<file path="config.mk">
export PLATFORM = sky130hd
export DESIGN_NAME = pong_renderer_flat
export DESIGN_NICKNAME = d
export VERILOG_FILES = /design/src/rtl/pong_pkg.sv /design/src/rtl/pong_renderer_if.sv /design/src/rtl/pong_seg7_glyph.sv /design/src/rtl/pong_renderer.sv /design/src/flat_wrapper.sv
export SDC_FILE = /design/constraint.sdc
export NUM_CORES = 1
export LEC_CHECK = 0
export CORE_MARGIN = 2
export CORE_UTILIZATION = 50
export DETAILED_ROUTE_END_ITERATION = 6
export MAX_ROUTING_LAYER = met4
export PLACE_DENSITY = 0.82
export SETUP_SLACK_MARGIN = 0.2
export SLEW_MARGIN = 20
export SYNTH_ARGS = -nofsm -noshare
export SYNTH_HDL_FRONTEND = slang
export SYNTH_SLANG_ARGS = --single-unit
</file>
<file path="constraint.sdc">
create_clock -name clk_pix -period 7.13 [get_ports clk_pix]
set_input_delay 1.0695 -clock clk_pix [delete_from_list [all_inputs] [get_ports clk_pix]]
set_output_delay 1.0695 -clock clk_pix [all_outputs]
set_load 0.02 [all_outputs]
</file>
<file path="src/rtl/pong_pkg.sv">
// pong_pkg: screen/object geometry, RGB565 colours and helpers shared by the Pong blocks
package pong_pkg;
    localparam logic [9:0] SCREEN_W   = 10'd480;
    localparam logic [9:0] SCREEN_H   = 10'd272;
    localparam logic [9:0] BALL_SIZE  = 10'd10;
    localparam logic [9:0] PADDLE_W   = 10'd10;
    localparam logic [9:0] PADDLE_H   = 10'd60;
    localparam logic [9:0] PADDLE_L_X = 10'd20;
    localparam logic [9:0] PADDLE_R_X = 10'd450;
    localparam logic [9:0] DIG_W      = 10'd16;
    localparam logic [9:0] DIG_H      = 10'd24;
    localparam logic [9:0] SEG_T      = 10'd3;
    localparam logic [9:0] SEG_MID    = (DIG_H - SEG_T) / 10'd2;
    localparam logic [9:0] DIG_PITCH  = 10'd24;
    localparam logic [9:0] SCORE_Y    = 10'd8;
    localparam logic [9:0] SCORE_LX   = 10'd180;
    localparam logic [9:0] SCORE_RX   = 10'd264;
    localparam logic [9:0] NET_X      = 10'd238;
    localparam logic [9:0] NET_W      = 10'd4;
    localparam logic [9:0] RST_BALL_X   = 10'd240;
    localparam logic [9:0] RST_BALL_Y   = 10'd136;
    localparam logic [9:0] RST_PADDLE_Y = 10'd106;
    localparam logic [15:0] RGB_BLACK  = 16'h0000;
    localparam logic [15:0] RGB_WHITE  = 16'hFFFF;
    localparam logic [15:0] RGB_YELLOW = 16'hFFE0;
    localparam logic [15:0] RGB_GREY   = 16'h8410;

    typedef enum logic [1:0] {BCD_IDLE, BCD_CONV, BCD_DONE} bcd_state_t;

    // Half-open span test done in 11 bits so lo + w can never wrap.
    function automatic logic in_span(input logic [9:0] v, input logic [9:0] lo, input logic [9:0] w);
        return {1'b0, v} >= {1'b0, lo} && {1'b0, v} < {1'b0, lo} + {1'b0, w};
    endfunction

    function automatic logic [6:0] clamp99(input logic [6:0] s);
        return s > 7'd99 ? 7'd99 : s;
    endfunction
endpackage

</file>
<file path="src/rtl/pong_renderer_if.sv">
// pong_renderer_if: game state, raster timing in and RGB565 pixel/timing out of the renderer
//   master: game logic + timing generator side (drives state/raster, receives pixel)
//   slave : renderer side
interface pong_renderer_if;
    logic        frame_start;
    logic [9:0]  pix_x, pix_y;
    logic        de_in, hs_in, vs_in;
    logic        game_active;
    logic [9:0]  ball_x, ball_y;
    logic [9:0]  paddle_left_y, paddle_right_y;
    logic [6:0]  score_left, score_right;
    logic [15:0] rgb;
    logic        de_out, hs_out, vs_out;

    modport master (
        output frame_start, pix_x, pix_y, de_in, hs_in, vs_in, game_active,
               ball_x, ball_y, paddle_left_y, paddle_right_y, score_left, score_right,
        input  rgb, de_out, hs_out, vs_out
    );
    modport slave (
        input  frame_start, pix_x, pix_y, de_in, hs_in, vs_in, game_active,
               ball_x, ball_y, paddle_left_y, paddle_right_y, score_left, score_right,
        output rgb, de_out, hs_out, vs_out
    );
endinterface

</file>
<file path="src/rtl/pong_seg7_glyph.sv">
// pong_seg7_glyph: 7-segment glyph hit test inside one DIG_W x DIG_H digit box
//   digit : value 0..9 (others draw nothing)
//   en    : pixel lies inside the box and the digit is visible
//   lx/ly : pixel coordinate relative to the box top-left
//   hit   : pixel lies on a lit segment
module pong_seg7_glyph
    import pong_pkg::*;
(
    input  logic [3:0] digit,
    input  logic       en,
    input  logic [9:0] lx,
    input  logic [9:0] ly,
    output logic       hit
);
    logic [6:0] seg;
    logic       upper, left, right;

    // seg bit order {a, b, c, d, e, f, g}
    always_comb begin
        case (digit)
            4'd0:    seg = 7'b1111110;
            4'd1:    seg = 7'b0110000;
            4'd2:    seg = 7'b1101101;
            4'd3:    seg = 7'b1111001;
            4'd4:    seg = 7'b0110011;
            4'd5:    seg = 7'b1011011;
            4'd6:    seg = 7'b1011111;
            4'd7:    seg = 7'b1110000;
            4'd8:    seg = 7'b1111111;
            4'd9:    seg = 7'b1111011;
            default: seg = 7'b0000000;
        endcase
    end

    assign upper = ly < DIG_H / 10'd2;
    assign left  = lx < SEG_T;
    assign right = lx >= DIG_W - SEG_T;

    assign hit = en && ((seg[6] && ly < SEG_T) ||
                        (seg[5] && right && upper) ||
                        (seg[4] && right && !upper) ||
                        (seg[3] && ly >= DIG_H - SEG_T) ||
                        (seg[2] && left && !upper) ||
                        (seg[1] && left && upper) ||
                        (seg[0] && ly >= SEG_MID && ly < SEG_MID + SEG_T));
endmodule

</file>
<file path="src/rtl/pong_renderer.sv">
// pong_renderer: per-frame snapshot of Pong state, BCD score conversion and 2-stage RGB565 pixel pipeline
//   clk_pix : pixel clock
//   rst_n   : asynchronous active-low reset
//   bus     : slave side of pong_renderer_if (game state + raster in, rgb + aligned timing out)
module pong_renderer
    import pong_pkg::*;
(
    input  logic           clk_pix,
    input  logic           rst_n,
    pong_renderer_if.slave bus
);
    localparam logic [3:0][9:0] BOX_X = {SCORE_RX + DIG_PITCH, SCORE_RX, SCORE_LX + DIG_PITCH, SCORE_LX};

    logic [9:0]       snap_bx, snap_by, snap_pl, snap_pr;
    logic             snap_act;
    bcd_state_t       state;
    logic [6:0]       rem_l, rem_r;
    logic [3:0]       tens_l, tens_r;
    logic [3:0][3:0]  digits;
    logic [3:0]       seg_hit;
    logic             ball_hit, pad_hit, net_hit;
    logic             de1, hs1, vs1, ball1, pad1, seg1, net1;

    always_ff @(posedge clk_pix or negedge rst_n) begin
        if (!rst_n) begin
            snap_bx  <= RST_BALL_X;
            snap_by  <= RST_BALL_Y;
            snap_pl  <= RST_PADDLE_Y;
            snap_pr  <= RST_PADDLE_Y;
            snap_act <= 1'b0;
        end else if (bus.frame_start) begin
            snap_bx  <= bus.ball_x;
            snap_by  <= bus.ball_y;
            snap_pl  <= bus.paddle_left_y;
            snap_pr  <= bus.paddle_right_y;
            snap_act <= bus.game_active;
        end
    end

    // The rem registers double as the clamped score snapshot; digits are published only in DONE.
    always_ff @(posedge clk_pix or negedge rst_n) begin
        if (!rst_n) begin
            state  <= BCD_IDLE;
            rem_l  <= 7'd0;
            rem_r  <= 7'd0;
            tens_l <= 4'd0;
            tens_r <= 4'd0;
            digits <= '0;
        end else if (bus.frame_start) begin
            state  <= BCD_CONV;
            rem_l  <= clamp99(bus.score_left);
            rem_r  <= clamp99(bus.score_right);
            tens_l <= 4'd0;
            tens_r <= 4'd0;
        end else begin
            case (state)
                BCD_CONV: begin
                    if (rem_l < 7'd10 && rem_r < 7'd10) begin
                        state <= BCD_DONE;
                    end else begin
                        if (rem_l >= 7'd10) begin
                            rem_l  <= rem_l - 7'd10;
                            tens_l <= tens_l + 4'd1;
                        end
                        if (rem_r >= 7'd10) begin
                            rem_r  <= rem_r - 7'd10;
                            tens_r <= tens_r + 4'd1;
                        end
                    end
                end
                BCD_DONE: begin
                    digits <= {rem_r[3:0], tens_r, rem_l[3:0], tens_l};
                    state  <= BCD_IDLE;
                end
                default: state <= BCD_IDLE;
            endcase
        end
    end

    // Digit boxes: 0 left tens, 1 left units, 2 right tens, 3 right units. Tens hidden when zero.
    for (genvar g = 0; g < 4; g++) begin : g_dig
        logic [9:0] lx, ly;
        logic       in_box;
        assign lx     = bus.pix_x - BOX_X[g];
        assign ly     = bus.pix_y - SCORE_Y;
        assign in_box = in_span(bus.pix_x, BOX_X[g], DIG_W) && in_span(bus.pix_y, SCORE_Y, DIG_H);
        pong_seg7_glyph u_glyph (
            .digit (digits[g]),
            .en    (in_box && ((g % 2) == 1 || digits[g] != 4'd0)),
            .lx    (lx),
            .ly    (ly),
            .hit   (seg_hit[g])
        );
    end

    assign ball_hit = snap_act && in_span(bus.pix_x, snap_bx, BALL_SIZE) && in_span(bus.pix_y, snap_by, BALL_SIZE);
    assign pad_hit  = (in_span(bus.pix_x, PADDLE_L_X, PADDLE_W) && in_span(bus.pix_y, snap_pl, PADDLE_H)) ||
                      (in_span(bus.pix_x, PADDLE_R_X, PADDLE_W) && in_span(bus.pix_y, snap_pr, PADDLE_H));
    // Dashed net: 8-line segments, drawn on even groups.
    assign net_hit  = in_span(bus.pix_x, NET_X, NET_W) && !bus.pix_y[3];

    always_ff @(posedge clk_pix or negedge rst_n) begin
        if (!rst_n) begin
            {de1, ball1, pad1, seg1, net1} <= '0;
            {hs1, vs1}                     <= 2'b11;
            bus.rgb                        <= RGB_BLACK;
            bus.de_out                     <= 1'b0;
            bus.hs_out                     <= 1'b1;
            bus.vs_out                     <= 1'b1;
        end else begin
            de1        <= bus.de_in;
            hs1        <= bus.hs_in;
            vs1        <= bus.vs_in;
            ball1      <= ball_hit;
            pad1       <= pad_hit;
            seg1       <= |seg_hit;
            net1       <= net_hit;
            bus.rgb    <= !de1 ? RGB_BLACK :
                          (ball1 || pad1) ? RGB_WHITE :
                          seg1 ? RGB_YELLOW :
                          net1 ? RGB_GREY : RGB_BLACK;
            bus.de_out <= de1;
            bus.hs_out <= hs1;
            bus.vs_out <= vs1;
        end
    end
endmodule

</file>
<file path="src/flat_wrapper.sv">
// flat-port wrapper written by rule: the top's interface ports become plain ports
module pong_renderer_flat import pong_pkg::*;
  (clk_pix, rst_n, bus_frame_start, bus_pix_x, bus_pix_y, bus_de_in, bus_hs_in, bus_vs_in, bus_game_active, bus_ball_x, bus_ball_y, bus_paddle_left_y, bus_paddle_right_y, bus_score_left, bus_score_right, bus_rgb, bus_de_out, bus_hs_out, bus_vs_out);
  pong_renderer_if bus_i ();
  input  logic clk_pix;
  input  logic rst_n;
  input wire logic [$bits(bus_i.frame_start)-1:0] bus_frame_start;
  input wire logic [$bits(bus_i.pix_x)-1:0] bus_pix_x;
  input wire logic [$bits(bus_i.pix_y)-1:0] bus_pix_y;
  input wire logic [$bits(bus_i.de_in)-1:0] bus_de_in;
  input wire logic [$bits(bus_i.hs_in)-1:0] bus_hs_in;
  input wire logic [$bits(bus_i.vs_in)-1:0] bus_vs_in;
  input wire logic [$bits(bus_i.game_active)-1:0] bus_game_active;
  input wire logic [$bits(bus_i.ball_x)-1:0] bus_ball_x;
  input wire logic [$bits(bus_i.ball_y)-1:0] bus_ball_y;
  input wire logic [$bits(bus_i.paddle_left_y)-1:0] bus_paddle_left_y;
  input wire logic [$bits(bus_i.paddle_right_y)-1:0] bus_paddle_right_y;
  input wire logic [$bits(bus_i.score_left)-1:0] bus_score_left;
  input wire logic [$bits(bus_i.score_right)-1:0] bus_score_right;
  output wire logic [$bits(bus_i.rgb)-1:0] bus_rgb;
  output wire logic [$bits(bus_i.de_out)-1:0] bus_de_out;
  output wire logic [$bits(bus_i.hs_out)-1:0] bus_hs_out;
  output wire logic [$bits(bus_i.vs_out)-1:0] bus_vs_out;
  assign bus_i.frame_start = bus_frame_start;
  assign bus_i.pix_x = bus_pix_x;
  assign bus_i.pix_y = bus_pix_y;
  assign bus_i.de_in = bus_de_in;
  assign bus_i.hs_in = bus_hs_in;
  assign bus_i.vs_in = bus_vs_in;
  assign bus_i.game_active = bus_game_active;
  assign bus_i.ball_x = bus_ball_x;
  assign bus_i.ball_y = bus_ball_y;
  assign bus_i.paddle_left_y = bus_paddle_left_y;
  assign bus_i.paddle_right_y = bus_paddle_right_y;
  assign bus_i.score_left = bus_score_left;
  assign bus_i.score_right = bus_score_right;
  assign bus_rgb = bus_i.rgb;
  assign bus_de_out = bus_i.de_out;
  assign bus_hs_out = bus_i.hs_out;
  assign bus_vs_out = bus_i.vs_out;
  pong_renderer u_core (.clk_pix(clk_pix), .rst_n(rst_n), .bus(bus_i));
endmodule
</file>
==> flow_summary.yaml, run 1 <==
routing:
  drc: 0
  viasPerCell: 5.86
  drt-total-wl_mm: 18.1
  antenna_left: 0
  drt-pass1-iter-count: 5
  num_vias: 6720
  wire_per_inst_um: 15.8
  initialDrtViolationCount: 323
floorplan:
  dieHeight_um: 128
  initial_utilization: 0.511
  rows: 45
  core-area_um2: 15100
  die_area_um2: 16500
  chipWidth_um: 128
  io_pins: 100
sta:
  timing.final.hold_violations: 0
  worst_pin_slew_ns: 0.922
  drv_slew: 0
  clock_skew_ns: 0.00758
  fin_crit_sh: 0.596
  rsz0062_at_grt: "no"
  tns_ns: 0
  relSlewSlack: 0.385
  max_freq_ghz: 0.235
  finalSetupViolCount: 0
  fin_crit_ns: 4.25
cts:
  cts_tree: "done"
  clk_latency_ns: 0.36
  clk_pin_slew_ns: 0.07
  root_buffer: "clkbuf_16"
  cts_setup_buffers: 0
  cts.sinks: 95
  htreeDepth: 3
  cts_resized: 0
  postCtsHoldBufs: 0
  numCtsBuffers: 9
  ctsLongestPathBuffers: 2
logic_synthesis:
  synth.distinct_cells: 73
  ys_seq_area_frac: 0.310
  synthXorXnorAreaFrac: 0.0543
  synth-adder-area-share: 0.189
  synth_top_family_by_area: "compound AO/OA/AOI/OAI gates"
  synth_compound_area_frac: 0.194
  synth-edff-count: 0
  synthFlopType: "dfrtp_1"
  yosysTopAreaCellShare: 0.249
  synthTopCellsByArea: "dfrtp_1, ha_1, dfstp_2"
  yosys.area.top_type: "dfrtp_1"
  synthSimpleGateAreaFrac: 0.160
  async_flop_share: 1.00
  syn_area_per_cell_um2: 8.75
  syn_area_um2: 7740
  synth.mux.area_fraction: 0.0294
  synth-seq-cells: 95
  syn_inst: 885
  synth_nets: 1083
  yosys_warnings: 0
power:
  power_frac_seq: 0.368
  pwr-share-comb: 0.409
  power_uw: 2110
  p_per_area_nw_per_um2: 233
  switching_power_uw: 820
  swShare: 0.389
  p_int_uw: 1290
  clkPwrFrac: 0.223
  peakVddDrop_uv: 173
  leakagePower_uw: 0.00398
status:
  status: "complete, no violations"
global_route:
  grt_pass1_vias: 6440
  overflow: 0
  antenna_found_initial: 0
  track_usage: 0.232
  grt_first_pass_wirelength_mm: 30.2
  grt_max_degree: 92
worst_setup_path:
  crit_top_cell: "o2111ai_1"
  cpPeakStageDelay_ns: 0.84
  crit_type: "in2reg"
  cp-end-kind: "register"
  arrival_ns: 4.48
  crit_path_cell_trace: "clkdlybuf4s50_1 -> inv_2 -> ha_1 -> nor3b_2 -> mux2_1 -> o2111ai_1 -> or2_1 -> o211ai_1 -> a41oi_1 -> a221oi_2 -> o2111ai_1"
  cp_slowest_cell: "clkdlybuf4s50_1"
  crit_required_ns: 7.36
  cp_max_fo: 13
  cp-start-kind: "primary input"
placed_design:
  gp_congestion: 0.929
  hpwl_mm: 13.4
  dp_cells: 1131
  place_area_um2: 8780
  io_buffers: 99
layout:
  stdcell_area_um2: 9060
  final_util: 0.598
  fin_nets: 1152
  fillCellCount: 1279
  drive_above_1_share: 0.0689
  area_delta_synth_final_pct: 17.0
  fin_cells: 1146
  diodes: 0
hold_path:
  hp-class: "reg2reg"
job:
  maxCapViolCount: 0
## routing by layer
layer  up-vias  GRT usage  wire length, µm
met5         -          -                0
met4         0     0.0750              354
met1      3184      0.302             8220
met2       220      0.371             8480
met3        39     0.0378             1050
li1       3277          -                -
## final cells by class
| class | instances | area [µm²] | area share |
|---|---|---|---|
| timing repair buffer | 102 | 1010 | 0.111 |
| sequential | 95 | 2400 | 0.265 |
| multi-input combinational | 672 | 4860 | 0.536 |
| clock buffer | 9 | 225 | 0.0249 |
| tap | 188 | 235 | 0.0260 |
| inverter | 74 | 278 | 0.0307 |
| clock inverter | 6 | 55.1 | 0.00608 |
## registers in the layout, summed over array words and instances, names as in the netlist
register	flops
u_core.ball1	1
u_core.vs1	1
u_core.snap_bx	10
u_core.state	2
u_core.snap_pr	10
u_core.de1	1
u_core.snap_by	10
u_core.tens_l	4
u_core.net1	1
u_core.hs1	1
u_core.bus.hs_out	1
u_core.rem_r	7
u_core.bus.de_out	1
u_core.bus.vs_out	1
u_core.snap_pl	10
u_core.snap_act	1
u_core.pad1	1
u_core.seg1	1
u_core.rem_l	7
u_core.tens_r	4
u_core.digits	16
u_core.bus.rgb	4
## per-stage QoR
| stage | setup WS, ns | hold slack [ns] |
|---|---|---|
| final | 2.88 | 0.358 |
| after global routing | 2.60 | 0.364 |
| after CTS | 2.92 | 0.360 |
| after detailed placement | 2.55 | 0.349 |
| after global placement | 2.65 | 0.346 |
| after floorplan | 4.05 | 0.345 |
## power by group through the flow
stage	combinational, µW	clock (µW)	sequential [µW]
after floorplan	645	0	740
after global placement	818	0	775
after detailed placement	845	0	782
after CTS	857	480	773
after global routing	973	503	791
final	863	469	776
## logic make-up after synthesis
| kind of cell | count (synthesis) |
|---|---|
| XOR/XNOR | 48 |
| multiplexers | 21 |
| adder cells (fa/ha/maj) | 117 |
| AO/OA/AOI/OAI | 238 |
| buffers and inverters | 118 |
| flip-flops | 95 |
| AND/OR/NAND/NOR | 248 |
## synthesized netlist by cell type (all sizes together), types with 11 or more instances
library cell and n:
nand3 19, inv 74, ha 117, a21o 11, nor2 39, a21oi 49, nand2b 27, nor3 22
dfstp 18, clkbuf 26, o21ai 93, mux2 14, nor4 11, buf 18, dfrtp 77, xnor2 38
nand2 84
## worst paths after layout
path	start	to	slack [ns]	depth (start not counted)
setup / recovery	bus_pix_y[3]	u_core.seg1	2.88	11
min in group asynchronous	rst_n	u_core.snap_bx[2]	0.62	1
max in group asynchronous	rst_n	u_core.snap_by[1]	5.31	2
setup reg to reg	u_core.snap_pl[6]	u_core.pad1	4.47	9
hold / removal	u_core.hs1	u_core.bus.hs_out	0.36	0
hold reg to reg	u_core.hs1	u_core.bus.hs_out	0.36	0
## critical path, delay by kind of cell
kind                       cells  cell delay [ns]
adders and majority gates      1             0.28
buffers and inverters          2             0.98
and+or+nand+nor                2             0.68
AOI/OAI and AO/OA              5             1.17
muxes                          1             0.27
## layout by cell type, fill, tap and decap left out, drive strengths merged, types with 5 or more instances in the layout
cell type,n
nand2b,27
a21o,11
nor2b,8
o22a,5
nor3,22
o211ai,10
clkbuf,9
inv,77
nor2,39
dfrtp,77
mux2i,7
xor2,10
o22ai,7
nor4,11
mux2,14
nand4,9
o21bai,5
clkdlybuf4s50,97
a21oi,49
ha,117
dfstp,18
o2111ai,5
o21ai,93
xnor2,38
nand3,19
buf,5
nand2,84
o21a,5
No activity file was read; power rests on OpenSTA's default activity.
==> run 2, diff against run 1 <==
--- a/config.mk
+++ b/config.mk
@@ -9,7 +9,7 @@
 export CORE_UTILIZATION = 50
 export DETAILED_ROUTE_END_ITERATION = 6
 export MAX_ROUTING_LAYER = met4
-export PLACE_DENSITY = 0.82
+export PLACE_DENSITY = 0.85
 export SETUP_SLACK_MARGIN = 0.2
 export SLEW_MARGIN = 20
 export SYNTH_ARGS = -nofsm -noshare
==> constraint.sdc (replaced) <==
create_clock -name clk_pix -period 3.6 [get_ports clk_pix]
set_input_delay 0.54 -clock clk_pix [delete_from_list [all_inputs] [get_ports clk_pix]]
set_output_delay 0.54 -clock clk_pix [all_outputs]
set_load 0.02 [all_outputs]
==> run 2 against run 1 <==
Effect of this change: power is 100% higher; sequential power is 98% higher; clock skew is 0.0020 ns higher; setup slack worse by 2.3 ns; clock power is 120% higher; die area stayed put; register-to-register slack worse by 3.5 ns; critical endpoint unchanged; highest routed layer unchanged.
==> flow_summary.yaml, run 2 (synthesis gave the netlist of run 1 again) <==
worst_setup_path:
  arrival_ns: 3.23
  worst-r2r-cell-count: 10
  crit_required_ns: 3.82
  cp.depth: 11
  crit_top_cell: "o2111ai_1"
  cp-end-kind: "register"
  cpPeakStageDelay_ns: 0.47
  cp_max_fo: 7
  cp_top_family: "compound AO/OA/AOI/OAI gates"
  cp_slowest_cell: "clkdlybuf4s50_1"
  crit_path_cell_trace: "clkdlybuf4s50_1 -> inv_2 -> ha_1 -> nor3b_2 -> mux2_1 -> o2111ai_1 -> or2_1 -> a311o_1 -> nand4_1 -> a221oi_2 -> o2111ai_1"
  crit_buf_inv: 2
  crit_type: "in2reg"
  cp-start-kind: "primary input"
global_route:
  antenna_found_initial: 0
  grt_first_pass_wirelength_mm: 31.3
  overflow: 0
  track_usage: 0.242
  grt_max_degree: 45
  grt_pass1_vias: 6788
routing:
  drc: 0
  viasPerCell: 5.81
  num_vias: 6773
  antenna_left: 0
  wire_per_inst_um: 15.9
  drt-total-wl_mm: 18.6
  drt-pass1-iter-count: 5
  initialDrtViolationCount: 320
power:
  power_frac_seq: 0.360
  swShare: 0.386
  switching_power_uw: 1650
  p_int_uw: 2630
  clkPwrFrac: 0.237
  leakagePower_uw: 0.00409
  peakVddDrop_uv: 342
  pwr-share-comb: 0.403
  p_per_area_nw_per_um2: 465
layout:
  fin_cells: 1165
  stdcell_area_um2: 9220
  diodes: 0
  final-seq-area_um2: 2400
  most-common-layout-cells: "ha_1, clkdlybuf4s50_1, o21ai_0, nand2_1, dfrtp_1"
  largest_register: "u_core.digits"
  fillCellCount: 1254
  largest_reg_flops: 16
  drive_above_1_share: 0.0870
  multi_input_area_um2: 4860
  fin_nets: 1170
  layout_commonest_cell: "ha_1"
  area_delta_synth_final_pct: 19.1
placed_design:
  place_area_um2: 8910
  place_ws_ns: 0.294
  gp_congestion: 0.967
  io_buffers: 99
  hpwl_mm: 14.0
  dp_cells: 1149
sta:
  finalSetupViolCount: 0
  setup_ws_ns: 0.591
  worst_pin_slew_ns: 0.903
  tns_ns: 0
  fin_crit_sh: 0.836
  hold_ws_ns: 0.181
  rsz0062_at_grt: "no"
  fin_crit_ns: 3.01
  clock_skew_ns: 0.00955
  timing.final.hold_violations: 0
  relSlewSlack: 0.390
  drv_slew: 0
  max_freq_ghz: 0.332
cts:
  ctsLongestPathBuffers: 2
  postCtsHoldBufs: 0
  cts.sinks: 95
  htreeDepth: 3
  cts_setup_buffers: 0
  numCtsBuffers: 9
  cts_resized: 0
  cts_tree: "done"
  clk_latency_ns: 0.36
  clk_pin_slew_ns: 0.07
  root_buffer: "clkbuf_16"
floorplan:
  die_area_um2: 16500
  initial_utilization: 0.511
  rows: 45
  io_pins: 100
  core-area_um2: 15100
  dieHeight_um: 128
  chipWidth_um: 128
status:
  status: "complete, no violations"
job:
  maxCapViolCount: 0
hold_path:
  hp-class: "in2async"
==> run 2: cell types whose count changed in the layout (fill, tap and decap cells not counted) <==
cell,previous run,this run
clkinv_4,1,2
buf_2,0,1
clkinvlp_4,2,1
bufinv_16,0,1
buf_4,5,22
==> run 2: cell type report <==
type	instances	area share
Sequential cell	95	0.260
Multi-Input combinational cell	672	0.527
Clock inverter	7	0.00936
Timing Repair Buffer	120	0.124
Inverter	74	0.0301
Clock buffer	9	0.0244
Tap cell	188	0.0255
==> run 2: final timing paths <==
| path | start | to | slack, ns |
|---|---|---|---|
| setup reg to reg | u_core.rem_r[1] | u_core.rem_r[6] | 0.94 |
| setup / recovery | bus_pix_y[3] | u_core.seg1 | 0.59 |
| hold reg to reg | u_core.vs1 | u_core.bus.vs_out | 0.36 |
| min in group clk_pix | u_core.vs1 | u_core.bus.vs_out | 0.36 |
| hold / removal | rst_n | u_core.snap_bx[2] | 0.18 |
| max in group asynchronous | rst_n | u_core.snap_pr[6] | 2.54 |
==> run 2: per-stage QoR <==
stage,util,power (µW)
floorplan,-,2740
global placement,0.588,3180
detailed placement,0.588,3240
CTS,0.609,4300
global route,0.609,4610
finish,0.609,4290
==> run 2: power groups by stage <==
stage / sequential, µW / combinational, µW / clock, µW
after global routing: 1580 / 1960 / 1070
final: 1540 / 1730 / 1010
after CTS: 1540 / 1730 / 1030
after global placement: 1540 / 1640 / 0
after floorplan: 1470 / 1280 / 0
after detailed placement: 1550 / 1690 / 0
==> run 2: per-layer routing <==
metal | part of all wire | global-route usage | wire (µm) | vias up
met1 | 0.46 | 0.304 | 8510 | 3244
met5 | 0 | - | 0 | -
met2 | 0.47 | 0.390 | 8700 | 189
met4 | 0.027 | 0.0937 | 493 | 0
met3 | 0.047 | 0.0407 | 874 | 40
li1 | - | - | - | 3300
